===== src/rtl/fpga_cfg_loader.sv =====
// Serial configuration-chain loader: streams bitstream bytes MSB-first into a scan chain
// clocked by a divided prog_clk, and reassembles the chain tail into readback bytes.
module fpga_cfg_loader #(
  parameter int unsigned CHAIN_LEN = 64,
  parameter int unsigned DIV       = 2
) (
  input  logic       clk,
  input  logic       reset,
  input  logic       start,
  input  logic [7:0] in_data,
  input  logic       in_valid,
  output logic       in_ready,
  output logic       prog_clk,
  output logic       ccff_head,
  input  logic       ccff_tail,
  output logic [7:0] rb_data,
  output logic       rb_valid,
  output logic       busy,
  output logic       done
);

  localparam int unsigned PW = $clog2(DIV + 1);
  localparam int unsigned BW = $clog2(CHAIN_LEN + 1);
  localparam logic [PW-1:0] PhaseLast = PW'(DIV - 1);
  localparam logic [BW-1:0] BitLast   = BW'(CHAIN_LEN - 1);

  typedef enum logic [2:0] {StIdle, StFetch, StShiftLo, StShiftHi, StDone} state_e;

  state_e        state_q;
  logic [PW-1:0] phase_q;
  logic [BW-1:0] bitcnt_q;
  logic [2:0]    nbit_q;
  logic [7:0]    shreg_q;
  logic [6:0]    rb_sh_q;
  logic [7:0]    rb_data_q;
  logic          rb_valid_q, prog_clk_q, in_ready_q, busy_q, done_q, shifting_q;

  logic [7:0] rb_cap, rb_last;

  // Captured byte so far; on a short final byte, left-justify the collected bits.
  always_comb begin
    rb_cap  = {rb_sh_q, ccff_tail};
    rb_last = rb_cap << (3'd7 - nbit_q);
  end

  always_ff @(posedge clk) begin
    if (reset) begin
      state_q    <= StIdle;
      phase_q    <= '0;
      bitcnt_q   <= '0;
      nbit_q     <= '0;
      shreg_q    <= '0;
      rb_sh_q    <= '0;
      rb_data_q  <= '0;
      rb_valid_q <= 1'b0;
      prog_clk_q <= 1'b0;
      in_ready_q <= 1'b0;
      busy_q     <= 1'b0;
      done_q     <= 1'b0;
      shifting_q <= 1'b0;
    end else begin
      rb_valid_q <= 1'b0;
      case (state_q)
        StIdle: begin
          if (start) begin
            state_q    <= StFetch;
            done_q     <= 1'b0;
            bitcnt_q   <= '0;
            nbit_q     <= '0;
            rb_sh_q    <= '0;
            in_ready_q <= 1'b1;
            busy_q     <= 1'b1;
          end
        end
        StFetch: begin
          if (in_valid) begin
            shreg_q    <= in_data;
            phase_q    <= '0;
            in_ready_q <= 1'b0;
            shifting_q <= 1'b1;
            state_q    <= StShiftLo;
          end
        end
        StShiftLo: begin
          if (phase_q == PhaseLast) begin
            phase_q    <= '0;
            rb_sh_q    <= rb_cap[6:0];
            prog_clk_q <= 1'b1;
            state_q    <= StShiftHi;
            if (nbit_q == 3'd7 || bitcnt_q == BitLast) begin
              rb_valid_q <= 1'b1;
              rb_data_q  <= rb_last;
            end
          end else begin
            phase_q <= phase_q + PW'(1);
          end
        end
        StShiftHi: begin
          if (phase_q == PhaseLast) begin
            phase_q    <= '0;
            prog_clk_q <= 1'b0;
            bitcnt_q   <= bitcnt_q + BW'(1);
            nbit_q     <= nbit_q + 3'd1;
            shreg_q    <= {shreg_q[6:0], 1'b0};
            if (bitcnt_q == BitLast) begin
              shifting_q <= 1'b0;
              busy_q     <= 1'b0;
              done_q     <= 1'b1;
              state_q    <= StDone;
            end else if (nbit_q == 3'd7) begin
              shifting_q <= 1'b0;
              in_ready_q <= 1'b1;
              state_q    <= StFetch;
            end else begin
              state_q <= StShiftLo;
            end
          end else begin
            phase_q <= phase_q + PW'(1);
          end
        end
        StDone:  state_q <= StIdle;
        default: state_q <= StIdle;
      endcase
    end
  end

  assign ccff_head = shifting_q & shreg_q[7];
  assign prog_clk  = prog_clk_q;
  assign in_ready  = in_ready_q;
  assign rb_data   = rb_data_q;
  assign rb_valid  = rb_valid_q;
  assign busy      = busy_q;
  assign done      = done_q;

endmodule


===== config.mk =====
export PLATFORM = sky130hd
export DESIGN_NAME = fpga_cfg_loader
export DESIGN_NICKNAME = d
export VERILOG_FILES = /design/src/rtl/fpga_cfg_loader.sv
export SDC_FILE = /design/constraint.sdc
export NUM_CORES = 1
export LEC_CHECK = 0
export BUFFER_PORTS_ARGS = -buffer_cell sky130_fd_sc_hd__clkbuf_2
export CAP_MARGIN = 10
export CORE_MARGIN = 1
export CORE_UTILIZATION = 45
export CTS_CLUSTER_DIAMETER = 40
export DETAILED_ROUTE_END_ITERATION = 10
export PLACE_DENSITY = 0.66
export SLEW_MARGIN = 20
export SYNTH_ARGS = -nofsm -noshare
export SYNTH_HDL_FRONTEND = slang
export SYNTH_SLANG_ARGS = --single-unit
export TNS_END_PERCENT = 20

===== constraint.sdc =====
create_clock -name clk -period 2.17 [get_ports clk]
set_input_delay 0.3255 -clock clk [delete_from_list [all_inputs] [get_ports clk]]
set_output_delay 0.3255 -clock clk [all_outputs]
set_load 0.005 [all_outputs]

**After elaboration in Yosys (flattened, before gate mapping)**

Cells that the tools add are included.

- Input port bits: 13
- Output and inout bits: 14
- Register bits after elaboration: 44
- Logic and storage cells: 98

- Eq/ne operators: 14
- Mux-type cells: 43
- Add/subtract/negate cells: 4
- Bitwise logic cells: 3
- Shifts and indexed selects: 1
- Reduce and logical (&&, ||, !) cells: 20

Operators with widths:

| cell | count |
|---|---|
| $pmux 7 s2 | 2 |
| $mux 3 | 7 |
| $mux 7 | 3 |
| $mux 1 | 17 |
| $mux 8 | 2 |
| $pmux 8 s2 | 1 |
| $reduce_and 3->1 | 5 |
| $ne 2x2->1 const B | 7 |
| $pmux 3 s4 | 1 |
| $reduce_and 4->1 | 3 |
| $reduce_bool 2->1 | 5 |
| $pmux 1 s2 | 4 |
| $shl 8x3->8 | 1 |
| $add 7x1->7 const B | 1 |
| $eq 7x6->1 const B | 1 |
| $eq 3x2->1 const B | 2 |
| $mux 2 | 3 |
| $pmux 3 s2 | 1 |
| $reduce_and 6->1 | 1 |
| $pmux 2 s2 | 1 |
| $add 3x1->3 const B | 1 |
| $eq 3x1->1 const B | 1 |
| $eq 3x3->1 const B | 1 |
| $logic_not 3->1 | 1 |
| other kinds (12) | 13 |

**Depth between registers and ports, before layout**

Gate-level depths: netlist (run 1).

- Word-level depth: 5
- Gate-level depth with buffers: 6

**Least setup slack after synthesis (run 1)**

Ideal clock, no wire load.

- Kind: reg-to-reg
- From: register bitcnt_q[0]
- To: register rb_data_q[0], in the netlist rb_data[0]
- Cell stages (with the launch flop): 6
- Buffers on the path: 0
- Path slack: 0.527 ns
- Arrival: 1.573 ns
- Data required time: 2.100 ns
- Clock period less this slack: 1.643 ns
- Cells stage by stage: dfxtp_1 ha_1 and3b_1 a21oi_1 or4_1 a21oi_1

- Word-level cells in the longest chain between the ends: 3

Ends and longest elaborated chain:

| what | line | source |
|---|---|---|
| from (decl) | 31 | `logic [BW-1:0] bitcnt_q;` |
| from (signal assigned) | 102 | `bitcnt_q <= bitcnt_q + BW'(1);` |
| $eq 7x6->1 | 90 | `if (nbit_q == 3'd7 \|\| bitcnt_q == BitLast) begin` |
| $logic_or 1x1->1 | 90 |  |
| $reduce_and 3->1 (no line) | -- |  |
| to (signal assigned) | 92 | `rb_data_q <= rb_last;` |
| to (decl) | 35 | `logic [7:0] rb_data_q;` |

No other way between the ends.
A chain may end at the register's enable or synchronous reset.

**Final worst setup path (run 1)**

- From: register state_q[1]
- To: register bitcnt_q[6]

- Word-level cells in the longest chain between the ends: 3
- Elaborated cells on any way between the ends: 7
- Classes of those cells: 3 x eq/ne; 1 x mux; 3 x reduce/logical

Ends and longest elaborated chain:

| what | line | source |
|---|---|---|
| from (decl) | 29 | `state_e state_q;` |
| from (signal assigned) | 48 | `state_q <= StIdle;` |
| from (signal assigned) | 66 | `state_q <= StFetch;` |
| from (signal assigned) | 81 | `state_q <= StShiftLo;` |
| $eq 3x2->1 / $logic_not 3->1 (equally long branches) | 63 | `case (state_q)` |
| $ne 2x2->1 (no line) / $reduce_bool 2->1 (equally long branches) | -- |  |
| $reduce_and 3->1 (no line) | -- |  |

Several ways; a longest one is shown, not always the timed one.

==> impl_metrics.py, run 1 <==
metrics = {
    "setup_path": {
        "rrSetupSlack_ps": 280,
        "arrival_ps": 2110,
        "critPathCaptureType": "flop",
        "cp_data_required_time_ps": 2390,
        "reg2reg_to": "bitcnt_q[6]",
        "critPathLaunchType": "flop",
        "crit_fanout": 16,
        "crit_type": "reg -> reg",
        "r2r-start": "state_q[1]",
        "ff2ff_path_depth": 4,
    },
    "yosys": {
        "synth_edf_count": 0,
        "syn_area_um2": 2170,
        "yosysWarnings": 0,
        "yosysMostFrequentCell": "dfxtp_1",
        "synth_ff_type": "dfxtp_1",
        "synthDistinctLibCells": 40,
        "synthTopCellsByCount": "44 x dfxtp_1, 28 x a21oi_1, 25 x nor2_1, 24 x nand2_1, 20 x mux2i_1",
        "syn_nets": 275,
        "synthDominantCellAreaShare_pct": 40.6,
        "synthArstFlopShare_pct": 0,
        "yosys_register_bits": 44,
        "yosysTopAreaCell": "dfxtp_1",
        "avgSynthCellArea_um2": 8.38,
        "ys_seq_area_share_pct": 40.6,
        "synth_cells": 259,
        "yosys-top-cells-area": "dfxtp_1 41%, mux2i_1 9.2%, a21oi_1 6.5%",
    },
    "power_and_ir_drop": {
        "seqPwrFrac_pct": 50.0,
        "combPwrFrac_pct": 12.8,
        "ir_drop_v": 0.000511,
        "switchingPower_w": 0.000453,
        "p_int_w": 0.00128,
        "sw_frac_of_total_pct": 26.2,
        "total_leakage_power_nw": 0.910,
        "pwr-share-clk_pct": 37.1,
        "power_density_nw_per_um2": 697,
    },
    "timing": {
        "finalSetupViolCount": 0,
        "drv_slew": 0,
        "worstMarginPinSlew_ps": 587,
        "rsz0062_at_grt": "false",
        "skew_ps": 11.9,
        "finalHoldViolCount": 0,
        "period_share_pct": 87.1,
        "fin_crit_ps": 1890,
        "slew_headroom_pct": 60.9,
        "setup_tns_ps": 0,
        "max_freq_ghz": 0.529,
    },
    "grt": {
        "track_usage_pct": 19.8,
        "grtUsageMet1_pct": 27.8,
        "top_usage_layer": "met2",
        "grt_max_degree": 20,
        "gr-total-overflow": 0,
        "grt_pass1_wl_um": 8020,
        "met3_usage_pct": 3.94,
        "use_met2_pct": 31.6,
        "grt_pass1_vias": 1716,
        "antenna_found_initial": 0,
    },
    "clock_network": {
        "ctsResizeCount": 0,
        "clk_latency_ps": 290,
        "clkTransAtPathRegs_ps": 90,
        "clk_path_buf_depth": 2,
        "postCtsHoldBufs": 0,
        "cts_root_buf": "clkbuf_8",
        "post-cts-setup-buffers": 0,
        "htree_num_levels": 2,
        "cts_tree": "done",
        "cts_made_buffers": 5,
        "cts.sinks": 44,
    },
    "detailed_routing": {
        "dr.first_iter.drc_count": 126,
        "vias": 1874,
        "vias_per_cell": 5.56,
        "drt_wl_total_um": 4620,
        "ant_nets": 0,
        "routedWlPerCell_um": 13.7,
        "drt_first_pass_iters": 4,
        "drc_errors": 0,
    },
    "cells_and_area": {
        "finalNetCount": 300,
        "diodes": 0,
        "area_growth_pct": 14.4,
        "nFillCells": 426,
        "drive_gt1_share_pct": 16.5,
        "multi_input_area_um2": 1210,
        "finalCoreUtilization_pct": 55.1,
        "regArea_um2": 881,
    },
    "place": {
        "hpwl_um": 3330,
        "gp_congestion": 0.784,
        "port-buffer-count": 26,
    },
    "die": {
        "die_w_um": 71.5,
        "design.core.area_um2": 4500,
        "std_cell_rows": 24,
        "die_area_um2": 5110,
        "die_height_um": 71.5,
        "initial_core_util_pct": 48.2,
        "io_pins": 27,
    },
    "job": {
        "cap_violations": 0,
    },
    "hold_path": {
        "hold_path.class": "in -> reg",
        "min_path_cells": 3,
        "min_to": "shreg_q[0]",
        "hp-start": "in_data[0]",
    },
    "outcome": {
        "status": "finished clean",
    },
}
==> metal layers <==
layer  part of all wire (%)  vias up
li1                       -      985
met1                     51      860
met2                     45       27
met3                    2.8        2
met4                   0.54        0
met5                      0        -
==> critical path: stages (launching register included) <==
cell	delay (ps)
dfxtp_1	610
nand4b_1	370
a21o_1	300
or4_1	400
a21oi_1	130
==> state kept, by name (all words and copies together), names as in the netlist <==
register / cells
in_ready: 1
bitcnt_q: 7
phase_q: 2
rb_valid: 1
state_q: 3
busy: 1
prog_clk: 1
done: 1
rb_data: 8
shreg_q: 8
rb_sh_q: 7
shifting_q: 1
nbit_q: 3
==> worst max path at each step <==
stage	from	to	slack, ps	depth (start not counted)
final	state_q[1]	bitcnt_q[6]	280	4
after global routing	bitcnt_q[0]	rb_data[7]	90	5
after CTS	state_q[1]	bitcnt_q[6]	300	4
after detailed placement	bitcnt_q[0]	rb_data[4]	330	5
after global placement	state_q[1]	bitcnt_q[6]	400	4
after floorplan	bitcnt_q[0]	rb_data[0]	530	5
==> final cells by class <==
class                   count  area share (%)
inverters                   4           0.605
well taps                  52            2.62
clock buffers               5            2.77
clock inverters             3            1.86
flip-flops and latches     44            35.5
repair buffers             35            7.96
multi-input cells         194            48.7
==> stage by stage <==
step / cell area [µm²] / power [W] / std cells / hold WS (ps) / worst slack [ps]
after floorplan: 2170 / 0.00105 / 259 / 429 / 527
after global placement: 2370 / 0.00110 / 329 / 444 / 396
after detailed placement: 2370 / 0.00111 / 329 / 458 / 331
after CTS: 2480 / 0.00174 / 337 / 261 / 300
after global routing: 2480 / 0.00181 / 337 / 281 / 91.2
final: 2480 / 0.00173 / 337 / 266 / 280
==> logic make-up after synthesis <==
| family | after synthesis | share of synthesized area (%) |
|---|---|---|
| DFF | 44 | 40.6 |
| xor gates and xnor gates | 6 | 2.42 |
| and+or+nand+nor | 99 | 22.8 |
| muxes | 21 | 10.3 |
| AOI/OAI and AO/OA | 65 | 18.5 |
| adders and majority gates | 3 | 1.73 |
| buffers and inverters | 21 | 3.75 |
==> power by group through the flow <==
| stage | combinational (W) | clock (W) | sequential (W) |
|---|---|---|---|
| 2_1_floorplan | 0.000167 | 0 | 0.000879 |
| 3_3_place_gp | 0.000220 | 0 | 0.000883 |
| 3_5_place_dp | 0.000222 | 0 | 0.000885 |
| 4_1_cts | 0.000223 | 0.000656 | 0.000866 |
| 5_1_grt | 0.000251 | 0.000692 | 0.000871 |
| 6_report | 0.000222 | 0.000643 | 0.000866 |
==> cell usage in the layout, fill, tap and decap left out, types with 2 or more instances in the layout <==
master,count
dfxtp_1,44
a21oi_1,28
clkbuf_2,26
nor2_1,25
nand2_1,24
mux2i_1,20
nand3_1,14
a211oi_1,13
o21ai_0,11
buf_4,9
nand2b_1,6
nor3_1,6
xnor2_1,6
clkbuf_8,5
nand3b_1,4
inv_1,4
a31oi_1,3
nor3b_1,3
or4_1,3
nand4_1,3
ha_1,3
and3b_1,2
nor4_1,2
a21o_1,2
Power figures use the tool's default switching activity.
==> inputs of run 2 (changes only) <==
CORE_MARGIN = 2   (was 1)
CORE_UTILIZATION = 57   (was 45)
PLACE_DENSITY = 0.8   (was 0.66)
==> impl_metrics.py, run 2 (synthesis results as in run 1) <==
metrics = {
    "setup_path": {
        "reg2reg_to": "rb_data[0]",
        "arrival_ps": 2120,
        "cp_slowest_cell": "or4_1",
        "critPathLaunchType": "flop",
        "crit_fanout": 9,
        "ff2ff_path_depth": 5,
        "r2r-start": "bitcnt_q[0]",
        "crit_type": "reg -> reg",
        "rrSetupSlack_ps": 290,
        "cpPeakStageDelay_ps": 560,
        "cp_data_required_time_ps": 2410,
        "crit_chain": "ha_1 > and3b_1 > a21oi_1 > or4_1 > a21oi_1",
        "cp_num_buf_inv": 0,
        "cp_top_family": "simple AND/OR/NAND/NOR gates",
        "critPathCaptureType": "flop",
        "cp_common_cell": "a21oi_1",
    },
    "timing": {
        "worstMarginPinSlew_ps": 597,
        "skew_ps": 8.44,
        "fin_crit_ps": 1880,
        "max_freq_ghz": 0.531,
        "rsz0062_at_grt": "false",
        "slew_headroom_pct": 60.1,
        "finalSetupViolCount": 0,
        "drv_slew": 0,
        "period_share_pct": 86.7,
        "finalHoldViolCount": 0,
        "whs_ps": 253,
        "setup_ws_ps": 288,
        "setup_tns_ps": 0,
    },
    "die": {
        "initial_core_util_pct": 59.3,
        "die_w_um": 65.7,
        "io_pins": 27,
        "die_area_um2": 4320,
        "die_height_um": 65.7,
        "design.core.area_um2": 3660,
        "std_cell_rows": 22,
    },
    "place": {
        "place_area_um2": 2360,
        "port-buffer-count": 26,
        "hpwl_um": 3380,
        "gp_congestion": 0.875,
        "preCtsSetupSlack_ps": 314,
    },
    "cells_and_area": {
        "final_common_cell": "dfxtp_1",
        "regArea_um2": 881,
        "finalCoreUtilization_pct": 67.1,
        "multi_input_area_um2": 1210,
        "drive_gt1_share_pct": 16.5,
        "diodes": 0,
        "nFillCells": 312,
        "finalNetCount": 300,
        "area_growth_pct": 13.1,
        "layout_common_cells": "44 x dfxtp_1, 28 x a21oi_1, 26 x clkbuf_2",
        "finalInstanceArea_um2": 2450,
    },
    "grt": {
        "grt_pass1_vias": 1672,
        "gr-total-overflow": 0,
        "grtUsageMet1_pct": 31.6,
        "track_usage_pct": 23.7,
        "use_met2_pct": 37.9,
        "top_usage_layer": "met2",
        "antenna_found_initial": 0,
        "grt_max_degree": 21,
        "grt_pass1_wl_um": 7760,
        "met3_usage_pct": 5.82,
    },
    "power_and_ir_drop": {
        "power_density_nw_per_um2": 658,
        "total_leakage_power_nw": 0.896,
        "ir_drop_v": 0.000399,
    },
    "clock_network": {
        "cts_root_buf": "clkbuf_8",
        "clk_latency_ps": 310,
        "htree_num_levels": 2,
        "ctsResizeCount": 0,
        "clk_path_buf_depth": 2,
        "cts.sinks": 44,
        "clkTransAtPathRegs_ps": 90,
        "post-cts-setup-buffers": 0,
        "cts_tree": "done",
        "cts_made_buffers": 5,
        "postCtsHoldBufs": 0,
    },
    "hold_path": {
        "min_to": "shreg_q[0]",
        "min_path_cells": 3,
        "hold_path.class": "in -> reg",
        "hp-start": "in_data[0]",
    },
    "detailed_routing": {
        "drt_wl_total_um": 4690,
        "vias": 1892,
        "dr.first_iter.drc_count": 153,
        "drc_errors": 0,
        "drt_first_pass_iters": 4,
        "ant_nets": 0,
        "routedWlPerCell_um": 14.1,
        "vias_per_cell": 5.68,
    },
    "job": {
        "cap_violations": 0,
    },
    "outcome": {
        "status": "finished clean",
    },
}
## run 2: layer usage
| metal | up-vias | wire length, µm |
|---|---|---|
| met4 | 0 | 53 |
| met3 | 6 | 185 |
| li1 | 985 | - |
| met1 | 868 | 2220 |
| met2 | 33 | 2230 |
| met5 | - | 0 |
## run 2: worst max path at each step
stage                     start  cells past startpoint    endpoint  slack [ps]
finish              bitcnt_q[0]                      5  rb_data[0]         290
global route        bitcnt_q[0]                      5  rb_data[6]         110
CTS                 bitcnt_q[0]                      5  rb_data[1]         300
detailed placement  bitcnt_q[0]                      5  rb_data[1]         310
global placement    bitcnt_q[0]                      5  rb_data[1]         410
floorplan           bitcnt_q[0]                      5  rb_data[0]         530
## run 2: power by group
group          switching, W  internal, W
registers         0.0000256     0.000839
logic              0.000133    0.0000924
clock network      0.000296     0.000228
## run 2: worst register-to-register path, stage by stage, from the launching register on
cell     delay, ps
dfxtp_1        410
ha_1           270
and3b_1        230
a21oi_1        200
or4_1          560
a21oi_1        160
## run 2: layout make-up
type / count / share of cell area, %
Clock buffer: 5 / 2.80
Clock inverter: 3 / 0.968
Timing Repair Buffer: 35 / 8.05
Multi-Input combinational cell: 194 / 49.2
Inverter: 4 / 0.612
Sequential cell: 44 / 35.9
Tap cell: 48 / 2.45
## run 2: per-stage QoR
step | power (W) | instances
floorplan | 0.00105 | 259
global placement | 0.00110 | 325
detailed placement | 0.00111 | 325
CTS | 0.00163 | 333
global route | 0.00170 | 333
finish | 0.00161 | 333
==> inputs of run 3 (changes only) <==
CORE_ASPECT_RATIO = 1.2   (was default)
CORE_UTILIZATION = 50   (was 57)
PLACE_DENSITY = 0.71   (was 0.8)
==> impl_metrics.py, run 3 (synthesis results as in run 1) <==
metrics = {
    "cells_and_area": {
        "final_common_cell": "dfxtp_1",
        "final_cells": 343,
        "layout_common_cells": "44 x dfxtp_1, 28 x a21oi_1, 26 x clkbuf_2",
        "diodes": 0,
        "regArea_um2": 881,
        "area_growth_pct": 15.8,
        "finalNetCount": 302,
        "nFillCells": 398,
        "multi_input_area_um2": 1210,
        "drive_gt1_share_pct": 17.1,
    },
    "job": {
        "cap_violations": 0,
    },
    "power_and_ir_drop": {
        "sw_frac_of_total_pct": 24.4,
        "switchingPower_w": 0.000433,
        "p_int_w": 0.00134,
        "seqPwrFrac_pct": 48.8,
        "combPwrFrac_pct": 12.6,
        "power_density_nw_per_um2": 705,
        "pwr-share-clk_pct": 38.6,
        "ir_drop_v": 0.000300,
        "total_leakage_power_nw": 0.929,
        "design_power_total_w": 0.00177,
    },
    "grt": {
        "track_usage_pct": 21.2,
        "gr-total-overflow": 0,
        "grt_pass1_vias": 1811,
        "antenna_found_initial": 0,
        "grt_pass1_wl_um": 8330,
        "grt_max_degree": 17,
    },
    "setup_path": {
        "crit_type": "reg -> reg",
        "arrival_ps": 2080,
        "critPathCaptureType": "flop",
        "cp_data_required_time_ps": 2400,
        "critPathLaunchType": "flop",
        "crit_fanout": 16,
    },
    "die": {
        "initial_core_util_pct": 51.3,
        "std_cell_rows": 26,
        "die_w_um": 64.2,
        "die_area_um2": 4890,
        "io_pins": 27,
        "design.core.area_um2": 4230,
        "die_height_um": 76.2,
    },
    "timing": {
        "finalHoldViolCount": 0,
        "drv_slew": 0,
        "worstMarginPinSlew_ps": 528,
        "setup_tns_ps": 0,
        "whs_ps": 268,
        "rsz0062_at_grt": "false",
        "slew_headroom_pct": 64.7,
        "period_share_pct": 85.3,
        "fin_crit_ps": 1850,
        "max_freq_ghz": 0.540,
        "finalSetupViolCount": 0,
        "skew_ps": 6.86,
    },
    "detailed_routing": {
        "drc_errors": 0,
        "dr.first_iter.drc_count": 91,
        "vias_per_cell": 5.67,
        "ant_nets": 0,
        "vias": 1945,
        "routedWlPerCell_um": 13.8,
        "drt_first_pass_iters": 4,
        "drt_wl_total_um": 4730,
    },
    "clock_network": {
        "clk_latency_ps": 290,
        "cts_root_buf": "clkbuf_8",
        "ctsResizeCount": 0,
        "post-cts-setup-buffers": 0,
        "cts_tree": "done",
        "htree_num_levels": 2,
        "clkTransAtPathRegs_ps": 90,
        "clk_path_buf_depth": 2,
        "postCtsHoldBufs": 0,
        "cts.sinks": 44,
        "cts_made_buffers": 5,
    },
    "place": {
        "port-buffer-count": 26,
        "place_inst": 335,
        "gp_congestion": 0.825,
        "hpwl_um": 3450,
    },
    "outcome": {
        "status": "finished clean",
    },
    "hold_path": {
        "hold_path.class": "in -> reg",
    },
}
run 3: cell count changes in the layout (fill, tap and decap cells not counted):
cell        delta
clkinv_4       -1
clkinvlp_4     -2
clkbuf_8       +2
buf_4          +2
bufinv_16      +1
run 3: per-layer routing:
metal | vias up | track usage (%) | routed length, µm
met2 | 38 | 33.9 | 2250
li1 | 989 | - | -
met4 | 0 | 8.30 | 80
met5 | - | 0 | 0
met1 | 912 | 27.5 | 2230
met3 | 6 | 5.02 | 171
run 3: path summary, 6_finish.rpt:
path                   start          end  slack (ps)  depth (start not counted)
hold reg to reg   rb_sh_q[6]   rb_sh_q[6]         460                          2
setup reg to reg  state_q[1]  bitcnt_q[6]         320                          4
setup / recovery  state_q[1]  bitcnt_q[6]         320                          4
hold / removal    in_data[0]   shreg_q[0]         270                          3
run 3: critical path, cell delays in order (launching register included):
cell,delay [ps]
dfxtp_1,580
nand4b_1,360
a21o_1,300
or4_1,410
a21oi_1,130
run 3: stage by stage:
stage / area, µm² / utilization, % / setup slack [ps]
floorplan: 2170 / - / 527
global placement: 2390 / 56.4 / 420
detailed placement: 2390 / 56.4 / 390
CTS: 2510 / 59.4 / 357
global route: 2510 / 59.4 / 170
finish: 2510 / 59.4 / 318
run 3: area by class of cell:
cell class | count | share of cell area, %
multi-input combinational | 194 | 48.1
sequential | 44 | 35.0
timing repair buffer | 37 | 8.46
tap | 56 | 2.79
inverter | 4 | 0.597
clock inverter | 1 | 1.19
clock buffer | 7 | 3.83
run 3: power groups by stage:
stage | combinational (W) | clock, W | sequential [W]
after CTS | 0.000225 | 0.000699 | 0.000864
after global placement | 0.000222 | 0 | 0.000882
final | 0.000224 | 0.000683 | 0.000864
after floorplan | 0.000167 | 0 | 0.000879
after detailed placement | 0.000223 | 0 | 0.000883
after global routing | 0.000254 | 0.000733 | 0.000870
